## src/rtl/draw_scheduler.sv

```systemverilog
// Shares one VGA plot port among N_REQ rectangle requesters, scanning the granted rectangle one pixel per clock.
// Round-robin by default; define DRAW_SCHED_FIXED_PRIORITY_EN for fixed priority (lowest index wins).
module draw_scheduler #(
    parameter int N_REQ = 4,
    parameter int X_MAX = 160,
    parameter int Y_MAX = 120
) (
    input  logic               clock,
    input  logic               resetn,
    input  logic [N_REQ-1:0]   req,
    input  logic [8*N_REQ-1:0] req_x,
    input  logic [7*N_REQ-1:0] req_y,
    input  logic [8*N_REQ-1:0] req_w,
    input  logic [7*N_REQ-1:0] req_h,
    input  logic [3*N_REQ-1:0] req_colour,
    output logic [N_REQ-1:0]   ack,
    output logic [N_REQ-1:0]   done,
    output logic               busy,
    output logic [7:0]         x,
    output logic [6:0]         y,
    output logic [2:0]         colour,
    output logic               plot
);

    localparam int IW = (N_REQ > 1) ? $clog2(N_REQ) : 1;
    localparam logic [8:0] XM = 9'(X_MAX);
    localparam logic [7:0] YM = 8'(Y_MAX);

    typedef enum logic [1:0] {S_IDLE, S_DRAW, S_DONE} state_t;

    state_t           r_state;
    state_t           w_next;
    logic [IW-1:0]    r_win;
    logic [IW-1:0]    w_win;
    logic [7:0]       r_x0;
    logic [7:0]       r_w;
    logic [7:0]       r_cx;
    logic [6:0]       r_y0;
    logic [6:0]       r_h;
    logic [6:0]       r_cy;
    logic [2:0]       r_col;
    logic [N_REQ-1:0] r_ack;

    logic [7:0] w_sel_w;
    logic [6:0] w_sel_h;
    logic       w_any;
    logic       w_last_x;
    logic       w_last_y;
    logic       w_fin;
    logic [8:0] w_sx;
    logic [7:0] w_sy;

    assign w_any    = |req;
    assign w_sel_w  = req_w[int'(w_win)*8 +: 8];
    assign w_sel_h  = req_h[int'(w_win)*7 +: 7];
    assign w_last_x = (r_cx == r_w - 8'd1);
    assign w_last_y = (r_cy == r_h - 7'd1);
    assign w_sx     = {1'b0, r_x0} + {1'b0, r_cx};
    assign w_sy     = {1'b0, r_y0} + {1'b0, r_cy};
    // An empty rectangle enters DONE together with its ack; done waits one cycle so the two never coincide.
    assign w_fin    = (r_state == S_DONE) && !(|r_ack);

`ifdef DRAW_SCHED_FIXED_PRIORITY_EN
    always_comb begin
        w_win = '0;
        for (int i = N_REQ - 1; i >= 0; i--) begin
            if (req[i]) w_win = IW'(i);
        end
    end
`else
    logic [IW-1:0] r_ptr;

    // Scan downward so the requester nearest r_ptr (in rotation order) is written last and wins.
    always_comb begin
        w_win = '0;
        for (int i = N_REQ - 1; i >= 0; i--) begin
            if (req[(int'(r_ptr) + i) % N_REQ]) w_win = IW'((int'(r_ptr) + i) % N_REQ);
        end
    end

    always_ff @(posedge clock or negedge resetn) begin
        if (!resetn) begin
            r_ptr <= '0;
        end else if (w_fin) begin
            r_ptr <= IW'((int'(r_win) + 1) % N_REQ);
        end
    end
`endif

    always_ff @(posedge clock or negedge resetn) begin
        if (!resetn) r_state <= S_IDLE;
        else         r_state <= w_next;
    end

    always_comb begin
        w_next = r_state;
        case (r_state)
            S_IDLE: if (w_any) w_next = (w_sel_w != 8'd0 && w_sel_h != 7'd0) ? S_DRAW : S_DONE;
            S_DRAW: if (w_last_x && w_last_y) w_next = S_DONE;
            S_DONE: if (!(|r_ack)) w_next = S_IDLE;
            default: w_next = S_IDLE;
        endcase
    end

    always_comb begin
        busy   = (r_state != S_IDLE);
        ack    = r_ack;
        done   = w_fin ? (N_REQ'(1) << r_win) : '0;
        x      = '0;
        y      = '0;
        colour = '0;
        plot   = 1'b0;
        if (r_state == S_DRAW) begin
            x      = w_sx[7:0];
            y      = w_sy[6:0];
            colour = r_col;
            plot   = (w_sx < XM) && (w_sy < YM);
        end
    end

    always_ff @(posedge clock or negedge resetn) begin
        if (!resetn) begin
            r_win <= '0;
            r_x0  <= '0;
            r_y0  <= '0;
            r_w   <= '0;
            r_h   <= '0;
            r_col <= '0;
            r_cx  <= '0;
            r_cy  <= '0;
            r_ack <= '0;
        end else begin
            r_ack <= '0;
            case (r_state)
                S_IDLE: begin
                    r_cx <= '0;
                    r_cy <= '0;
                    if (w_any) begin
                        r_win <= w_win;
                        r_x0  <= req_x[int'(w_win)*8 +: 8];
                        r_y0  <= req_y[int'(w_win)*7 +: 7];
                        r_w   <= w_sel_w;
                        r_h   <= w_sel_h;
                        r_col <= req_colour[int'(w_win)*3 +: 3];
                        r_ack <= N_REQ'(1) << w_win;
                    end
                end
                S_DRAW: begin
                    if (w_last_x) begin
                        r_cx <= '0;
                        if (!w_last_y) r_cy <= r_cy + 7'd1;
                    end else begin
                        r_cx <= r_cx + 8'd1;
                    end
                end
                default: ;
            endcase
        end
    end

endmodule

```

## config.mk

```make
export PLATFORM = sky130hd
export DESIGN_NAME = draw_scheduler
export DESIGN_NICKNAME = d
export VERILOG_FILES = /design/src/rtl/draw_scheduler.sv
export SDC_FILE = /design/constraint.sdc
export NUM_CORES = 1
export LEC_CHECK = 0
export ABC_CLOCK_PERIOD_IN_PS = 3050
export CORE_MARGIN = 4
export CORE_UTILIZATION = 47
export DETAILED_ROUTE_END_ITERATION = 8
export GPL_TIMING_DRIVEN = 0
export HOLD_SLACK_MARGIN = 0.02
export PLACE_DENSITY = 0.81
export SKIP_CTS_REPAIR_TIMING = 1
export SLEW_MARGIN = 20
export SYNTH_ARGS = -nofsm -noshare
export SYNTH_HDL_FRONTEND = slang
export SYNTH_SLANG_ARGS = --single-unit
export TNS_END_PERCENT = 10
```

## constraint.sdc

```tcl
create_clock -name clock -period 3.05 [get_ports clock]
set_input_delay 0.61 -clock clock [delete_from_list [all_inputs] [get_ports clock]]
set_output_delay 0.61 -clock clock [all_outputs]
set_load 0.03 [all_outputs]
```

==> results.md, run 1 <==
- For this configuration, the core starts out at a cell density of 0.490.
- Subtracting the final worst setup slack from the clock period gives 3.27 ns.
- After detailed routing, the number of remaining DRC violations is 0.
- The clock slew at the register clock pins of the worst setup and hold paths is 0.07 ns.
- Sorting the synthesized cells by area gives the leading types as sky130_fd_sc_hd__dfrtp_1, sky130_fd_sc_hd__nand2_1, sky130_fd_sc_hd__nand3_1.
- The total half-perimeter wirelength after legalization and detailed placement is 13.0 mm.
- Setup total negative slack on the finished layout was measured at -0.275 ns.
- The H-tree depth is 3.
- The setup slack at placement is -0.654 ns.
- IR analysis of the VDD net gives a maximum drop of 0.380 mV.
- Setup violations remaining at the end of the flow were counted as 2.
- The total global routing track utilization is 0.272.
- The horizontal die dimension is 110 um.
- After synthesis, the mean cell area works out to 7.51 um^2.
- By startpoint and endpoint, the worst setup path is classified as flop to output port.
- The relative area change from synthesis to final layout is 48.7%.
- At the end of routability-driven placement, the weighted congestion stood at 0.897.
- The average vias per placed instance is 5.86.
- The post-synthesis instance area is 4850 um^2.
- The number of standard cells after synthesis is 646.
- The number of flops mapped to enable cells by yosys is 0.
- The insertion delay of the later-clocked pin in the worst-skew pair is 0.34 ns.
- The number of vias after detailed routing is 5686.
- For the worst setup path, the data required time is 2.44 ns.
- The final design utilization is 0.728.
- The power per unit of standard cell area is 879 nW/um^2.
- Of the synthesized area, sequential elements account for 0.299.
- The area share of the largest cell type after synthesis is 0.299.
- The length of the first detailed-routing pass in iterations is 7.
- The average routed wire per standard cell is 17.7 um.
- Fill cells in the final layout number 767.
- In the synthesized netlist the async set-or-reset flop fraction comes to 1.00.
- The area of the die is 12000 um^2.
- Counting along the longest clock path gives a buffer depth of 2.
- The cell type with the highest aggregate area in the netlist is sky130_fd_sc_hd__dfrtp_1.
- The post-layout total power is 6.35 mW.
- The run finished, with violations left.
- Clock tree synthesis found a total of 58 sinks.
- The number of hold violations in the final report was 0.
- The number of pins with negative max-slew slack in the final report is 0.
- The highest clock frequency the design can meet is 306 MHz.
- In this run the remaining antenna-violating nets after routing total 0.
- Summed over all layers, the global routing overflow is 0.
- The net count of the finished layout is 995.
- The layout cell share with drive strength beyond 1 is 0.109.
- The most used flip-flop cell after synthesis is sky130_fd_sc_hd__dfrtp_1.
- STA classifies the critical path endpoint as an output port.
- In this run the worst path has a maximum fanout of 5.
- For the worst setup path, the data arrival time is 2.66 ns.
- The finished layout holds 970 standard cells, fillers aside.
- The type of element launching the critical path is a flop.
- After synthesis, the netlist uses 68 different library cells.
- The tree is rooted in a sky130_fd_sc_hd__clkbuf_8.
- The relative slew slack is 0.478.
- The core outline area is 9910 um^2.
- The setup slack of the critical path after layout is -0.218 ns.
- The final antenna diode count is 0.
- The post-synthesis net count is 809.
- Summed over all cells, the static leakage comes to 3.37 nW.
- Of the available clock period, the critical path in the final layout requires 1.07.
- Yosys printed 0 warnings.
- The initial antenna violation count is 0.
- The worst hold path belongs to the class primary input to asynchronous set/reset pin.
- Setup repair after global routing could not meet its margin everywhere.
- The checks that failed: setup timing.
- The number of max-cap violations is 0.
- The maximum number of pins on one net before global-route repair is 59.
- In this run the count of I/O pins placed on the die edge is 166.
- For the pin with the worst max-slew slack, the measured transition is 0.783 ns.
- TritonCTS built the clock tree.
- In this run the critical register-to-register path is launched from r_h[0]$_DFFE_PN0P_.
- The number of global-route vias before repair is 5530.
- Once placement completed, the tool counted placed cells totaling 944.
- The detailed router finished its first iteration with 503 violations.
- Port buffering added 165 buffers.
- The row count is 36.
- Across the routed clock network, the largest skew measured is 0.00835 ns.
- The total detailed-routing wirelength is 17.2 mm.
- The floorplan step set the die height to 110 um.
- The wire length of the first global-routing pass is 25.9 mm.
- The start point of the critical path is r_cx[0]$_DFFE_PN0P_.
- TritonCTS created 9 clock buffers.
- The post-synthesis register bit count is 58.
[state kept, by name (all words and copies together) (netlist names)]
signal   flops
r_y0         7
ack          4
r_win        2
r_cx         8
r_w          8
r_ptr        2
r_col        3
r_h          7
r_state      2
r_cy         7
r_x0         8
[power breakdown]
part           leakage, nW  internal [mW]  switching (mW)
registers            0.732           1.08           0.345
clock network        0.129          0.585           0.318
logic                 2.51           1.66            2.36
[critical path, stage by stage (launching register included)]
cell and delay (ns):
sky130_fd_sc_hd__dfrtp_2 0.45, sky130_fd_sc_hd__ha_4 0.18, sky130_fd_sc_hd__fa_2 0.36, sky130_fd_sc_hd__a21o_1 0.18
sky130_fd_sc_hd__a21oi_2 0.15, sky130_fd_sc_hd__o21bai_1 0.09, sky130_fd_sc_hd__a21oi_2 0.16, sky130_fd_sc_hd__o21bai_1 0.08
sky130_fd_sc_hd__a221o_1 0.35, sky130_fd_sc_hd__a211oi_4 0.17, sky130_fd_sc_hd__buf_6 0.16
[cells by family after synthesis]
| group | count (synthesis) | synth area share |
|---|---|---|
| adder cells (fa/ha/maj) | 25 | 0.0675 |
| AO/OA/AOI/OAI | 157 | 0.212 |
| AND/OR/NAND/NOR | 314 | 0.311 |
| multiplexers | 3 | 0.00644 |
| buffers and inverters | 64 | 0.0590 |
| flip-flops | 58 | 0.299 |
| XOR/XNOR | 25 | 0.0451 |
[through the flow]
step / cell area (um^2) / hold WS [ns]
3_5_place_dp: 6680 / 0.466
6_report: 7220 / 0.328
5_1_grt: 7220 / 0.390
2_1_floorplan: 4870 / 0.314
4_1_cts: 6930 / 0.360
3_3_place_gp: 6680 / 0.457
[cell usage in the layout (no fill, tap or decap), types with 19 or more instances in the layout]
cell	count
sky130_fd_sc_hd__o21ai_0	48
sky130_fd_sc_hd__nand3_1	70
sky130_fd_sc_hd__ha_1	19
sky130_fd_sc_hd__clkdlybuf4s50_1	147
sky130_fd_sc_hd__and3_1	22
sky130_fd_sc_hd__clkbuf_1	26
sky130_fd_sc_hd__nand2_1	142
sky130_fd_sc_hd__nor2_1	22
sky130_fd_sc_hd__inv_1	21
sky130_fd_sc_hd__xnor2_1	20
sky130_fd_sc_hd__dfrtp_1	53
[path summary, 6_finish.rpt]
path / end / slack (ns) / cells after the start
max in group asynchronous: r_cx[0]$_DFFE_PN0P_ / 2.18 / 1
min in group clock: r_col[1]$_DFFE_PN0P_ / 0.47 / 2
max reg2reg: r_cy[3]$_DFFE_PN0P_ / 0.25 / 9
min: r_x0[7]$_DFFE_PN0P_ / 0.33 / 1
max: plot / -0.22 / 10
min reg2reg: r_col[1]$_DFFE_PN0P_ / 0.47 / 2
[layout make-up]
| cell class | count | area, um^2 | share of cell area |
|---|---|---|---|
| multi-input combinational | 524 | 3300 | 0.457 |
| clock buffer | 11 | 151 | 0.0210 |
| inverter | 22 | 82.6 | 0.0114 |
| clock inverter | 5 | 100 | 0.0139 |
| buffer | 42 | 211 | 0.0293 |
| tap | 133 | 166 | 0.0231 |
| sequential | 58 | 1460 | 0.202 |
| timing repair buffer | 175 | 1750 | 0.242 |
[layer usage]
metal | up-vias | share of wire | GRT usage
li1 | 2680 | - | -
met1 | 2718 | 0.41 | 0.351
met2 | 252 | 0.51 | 0.464
met3 | 36 | 0.065 | 0.0493
met4 | 0 | 0.021 | 0.0828
met5 | - | 0 | 0
[cells in the mapped netlist (4+ instances only)]
cell and number:
sky130_fd_sc_hd__nor2b_1 5, sky130_fd_sc_hd__dfrtp_1 58, sky130_fd_sc_hd__a22o_1 4, sky130_fd_sc_hd__o21ai_0 50, sky130_fd_sc_hd__o31ai_1 14, sky130_fd_sc_hd__a21o_1 4
sky130_fd_sc_hd__a21oi_1 22, sky130_fd_sc_hd__clkbuf_1 28, sky130_fd_sc_hd__inv_1 21, sky130_fd_sc_hd__a211oi_1 20, sky130_fd_sc_hd__and2_1 12, sky130_fd_sc_hd__ha_1 23
sky130_fd_sc_hd__a31oi_1 5, sky130_fd_sc_hd__nor2_1 22, sky130_fd_sc_hd__nor3_1 11, sky130_fd_sc_hd__xnor2_1 22, sky130_fd_sc_hd__nand3_1 70, sky130_fd_sc_hd__and3_1 22
sky130_fd_sc_hd__buf_1 6, sky130_fd_sc_hd__a41o_1 4, sky130_fd_sc_hd__o21ai_1 4, sky130_fd_sc_hd__or4_1 8, sky130_fd_sc_hd__nand2_1 142, sky130_fd_sc_hd__o22ai_1 5
(Power assumes the default switching activity.)
==> run 2: changes to the inputs <==
Settings changed: MAX_ROUTING_LAYER from default to met4.
==> results.md, run 2 (synthesized netlist as in run 1, its figures left out) <==
- The run finished, with violations left.
- The checks that failed: setup timing.
- The average vias per placed instance was 5.90 (+0.59%).
- The sequential fraction of design power is 0.232 (+0.008).
- The aggregate negative setup slack is -0.708 ns (-0.432 ns).
- The die extent in y is 110 um (unchanged).
- The placer's final routability congestion estimate came to 0.916 (+2.1%).
- The row count was 36 (unchanged).
- The post-layout total power is 6.14 mW (-3.2%).
- The initial core utilization was 0.490 (unchanged).
- The number of pins with negative max-slew slack in the final report is 0 (unchanged).
- The total setup violations reported at the end of the flow is 6 (+4).
- The number of vias after detailed routing came to 5708 (+0.39%).
- The cell-internal power is 3.12 mW (-6.0%).
- The sum of met2 wire segment lengths after detailed routing is 8.54 mm (-1.5%).
- The wire length of the first global-routing pass is 26.5 mm (+2.1%).
- The core outline area is 9910 um^2 (unchanged).
- The slew at the pin closest to its max-slew limit is 0.784 ns (+0.000637 ns).
- The port buffer count is 165 (unchanged).
- The total half-perimeter wirelength after legalization and detailed placement is 13.0 mm (+0.39%).
- The total global routing track utilization is 0.287 (+0.0143).
- The worst endpoint required time came to 2.44 ns (about the same).
- The sum of buffers and inverters on the critical path is 1 (unchanged).
- The insertion delay of the later-clocked pin in the worst-skew pair is 0.35 ns (about the same).
- The length of the first detailed-routing pass in iterations is 5 (-2).
- The clock tree from TritonCTS is built.
- The critical-path maximum fanout is 5 (unchanged).
- The initial antenna violation count is 0 (unchanged).
- The met3 wire length is 1.18 mm (+6.2%).
- The relative slew slack was 0.477 (about the same).
- The switching power of the nets came to 3.02 mW (-0.14%).
- The final cycle utilization of the critical path was 1.10 (+0.0240).
- The clock group share of total power is 0.118 (-0.024).
- The top-level I/O count is 166 (unchanged).
- From synthesis to final layout, the design area changed by 46.4%.
- STA classifies the critical path startpoint as a flop.
- The largest registers in the layout are r_cx x8, r_w x8, r_x0 x8.
- The buffer type at the clock tree root is sky130_fd_sc_hd__clkbuf_8.
- The cell with the largest stage delay on the worst path is sky130_fd_sc_hd__dfrtp_2.
- The post-layout net count was 993 (-0.20%).
- The data arrival at the endpoint of the critical path is 2.73 ns (+0.07 ns).
- The power per unit of standard cell area is 864 nW/um^2 (-1.7%).
- The number of global-route vias before repair is 5554 (+0.43%).
- Leaving out fill and tap cells, the most frequent cell in the layout is sky130_fd_sc_hd__clkdlybuf4s50_1.
- The total grt overflow is 0 (unchanged).
- The horizontal die dimension was 110 um (unchanged).
- The number of hold violations in the final report was 0 (unchanged).
- The area taken by multi-input logic gates is 3260 um^2 (-1.2%).
- The top routing layer in use is met4.
- The number of DRC markers in iteration 0 was 411 (-18%).
- The largest voltage drop on the vdd net is 0.434 mV (+14%).
- The setup slack of the critical path after layout was -0.291 ns (-0.0731 ns).
- The sequential cell area in the final layout is 1460 um^2 (unchanged).
- The worst setup path is captured at an output port.
- The number of buffers on the longest clock path is 2 (unchanged).
- The combinational fraction of design power is 0.649 (+0.015).
- The setup clock skew after layout is 0.00915 ns (+0.000796 ns).
- The cell leakage power is 3.28 nW (-2.6%).
- The number of max-cap violations came to 0 (unchanged).
- The number of fill cells in the layout is 791 (+3.1%).
- The critical path in this run is classified as flop to output port.
- Setup repair after global routing could not meet its margin everywhere.
- The minimum period implied by the final worst setup slack is 3.34 ns (+0.0731 ns).
- The number of design rule violations left after detail routing is 0 (unchanged).
- The residual antenna-violating net count after detailed routing is 0 (unchanged).
- The area of the die was 12000 um^2 (unchanged).
- The CTS buffer count is 9 (unchanged).
- The type of the most critical hold path is primary input to asynchronous set/reset pin.
- The final antenna diode count came to 0 (unchanged).
- The switching share of power is 0.491 (+0.0151).
- The wire length the detailed router placed on met1 is 6.98 mm (-0.56%).
- The stage delay of the slowest cell on the critical path is 0.45 ns (about the same).
- The maximum number of pins on one net before global-route repair is 59 (unchanged).
- The clock slew at the register clock pins of the worst setup and hold paths is 0.07 ns (about the same).
- The number of sinks handled by clock tree synthesis came to 58 (unchanged).
- The average routed wire per standard cell is 17.6 um (-0.66%).
- The layout cell share with drive strength beyond 1 is 0.0934 (-0.0153).
- The total detailed-routing wirelength is 17.0 mm (-0.86%).
- Leaving out fill and tap cells, the most frequent cells in the layout are sky130_fd_sc_hd__clkdlybuf4s50_1, sky130_fd_sc_hd__nand2_1, sky130_fd_sc_hd__nand3_1, sky130_fd_sc_hd__dfrtp_1, sky130_fd_sc_hd__o21ai_0.
- The highest clock frequency the design can meet came to 299 MHz (-2.2%).
- The depth of the most critical reg-to-reg path is 10 (+1).
- Walking the worst path, the cells encountered are ha_4, fa_2, a21o_1, a21oi_2, o21bai_1, a21oi_2, o21bai_1, a221o_1, a211oi_4, buf_6.
- The reg-to-reg critical path startpoint is r_ptr[1]$_DFFE_PN0P_.
- On the critical path the largest part of the delay comes from compound AO/OA/AOI/OAI gates.
- The H-tree depth came to 3 (unchanged).
- The reg-to-reg critical path endpoint is r_x0[6]$_DFFE_PN0P_.
- The reg2reg setup slack was 0.13 ns (-0.12 ns).
## run 2: cell count changes in the layout (fill, tap and decap cells not counted), sizes merged
cell	change
buf	+2
clkdlybuf4s50	+2
dlymetal6s2s	-1
bufinv	-2
clkbuf	-6
clkinvlp	+3
## run 2: cell type report
type,instances,area share
clock inverters,6,0.00933
flip-flops and latches,58,0.205
well taps,133,0.0234
clock buffers,10,0.0194
repair buffers,173,0.244
plain buffers,42,0.0289
inverters,22,0.0116
multi-input cells,524,0.459
## run 2: how the worst max path moves through the flow
| stage | startpoint | to | slack [ns] | cells past startpoint |
|---|---|---|---|---|
| after detailed placement | r_cx[0]$_DFFE_PN0P_ | plot | -0.70 | 10 |
| after CTS | r_cx[0]$_DFFE_PN0P_ | plot | -1.08 | 10 |
| after floorplan | r_cx[0]$_DFFE_PN0P_ | plot | 0.02 | 9 |
| final | r_cx[0]$_DFFE_PN0P_ | plot | -0.29 | 10 |
| after global routing | r_cx[0]$_DFFE_PN0P_ | plot | -0.38 | 10 |
| after global placement | r_cx[0]$_DFFE_PN0P_ | plot | -0.65 | 10 |
## run 2: routing by layer
layer  vias to the layer above  GRT usage
met3                        32     0.0517
met1                      2733      0.359
met2                       272      0.474
met5                         -          -
met4                         0     0.0837
li1                       2671          -
## run 2: stage by stage
stage                      util  hold slack (ns)  worst slack, ns  instance area, um^2  std cells
final                     0.717            0.335           -0.291                 7110        968
after global routing      0.717            0.396           -0.384                 7110        968
after CTS                 0.695            0.358            -1.08                 6890        960
after detailed placement  0.674            0.472           -0.698                 6680        944
after global placement    0.674            0.456           -0.651                 6680        944
after floorplan               -            0.314           0.0150                 4870        646
## run 2: power by group through the flow
stage	registers, mW	logic, mW	clock network (mW)
3_3_place_gp	1.39	3.60	0
2_1_floorplan	1.32	2.54	0
5_1_grt	1.45	4.37	0.767
6_report	1.43	3.99	0.727
4_1_cts	1.40	3.76	0.724
3_5_place_dp	1.41	3.71	0
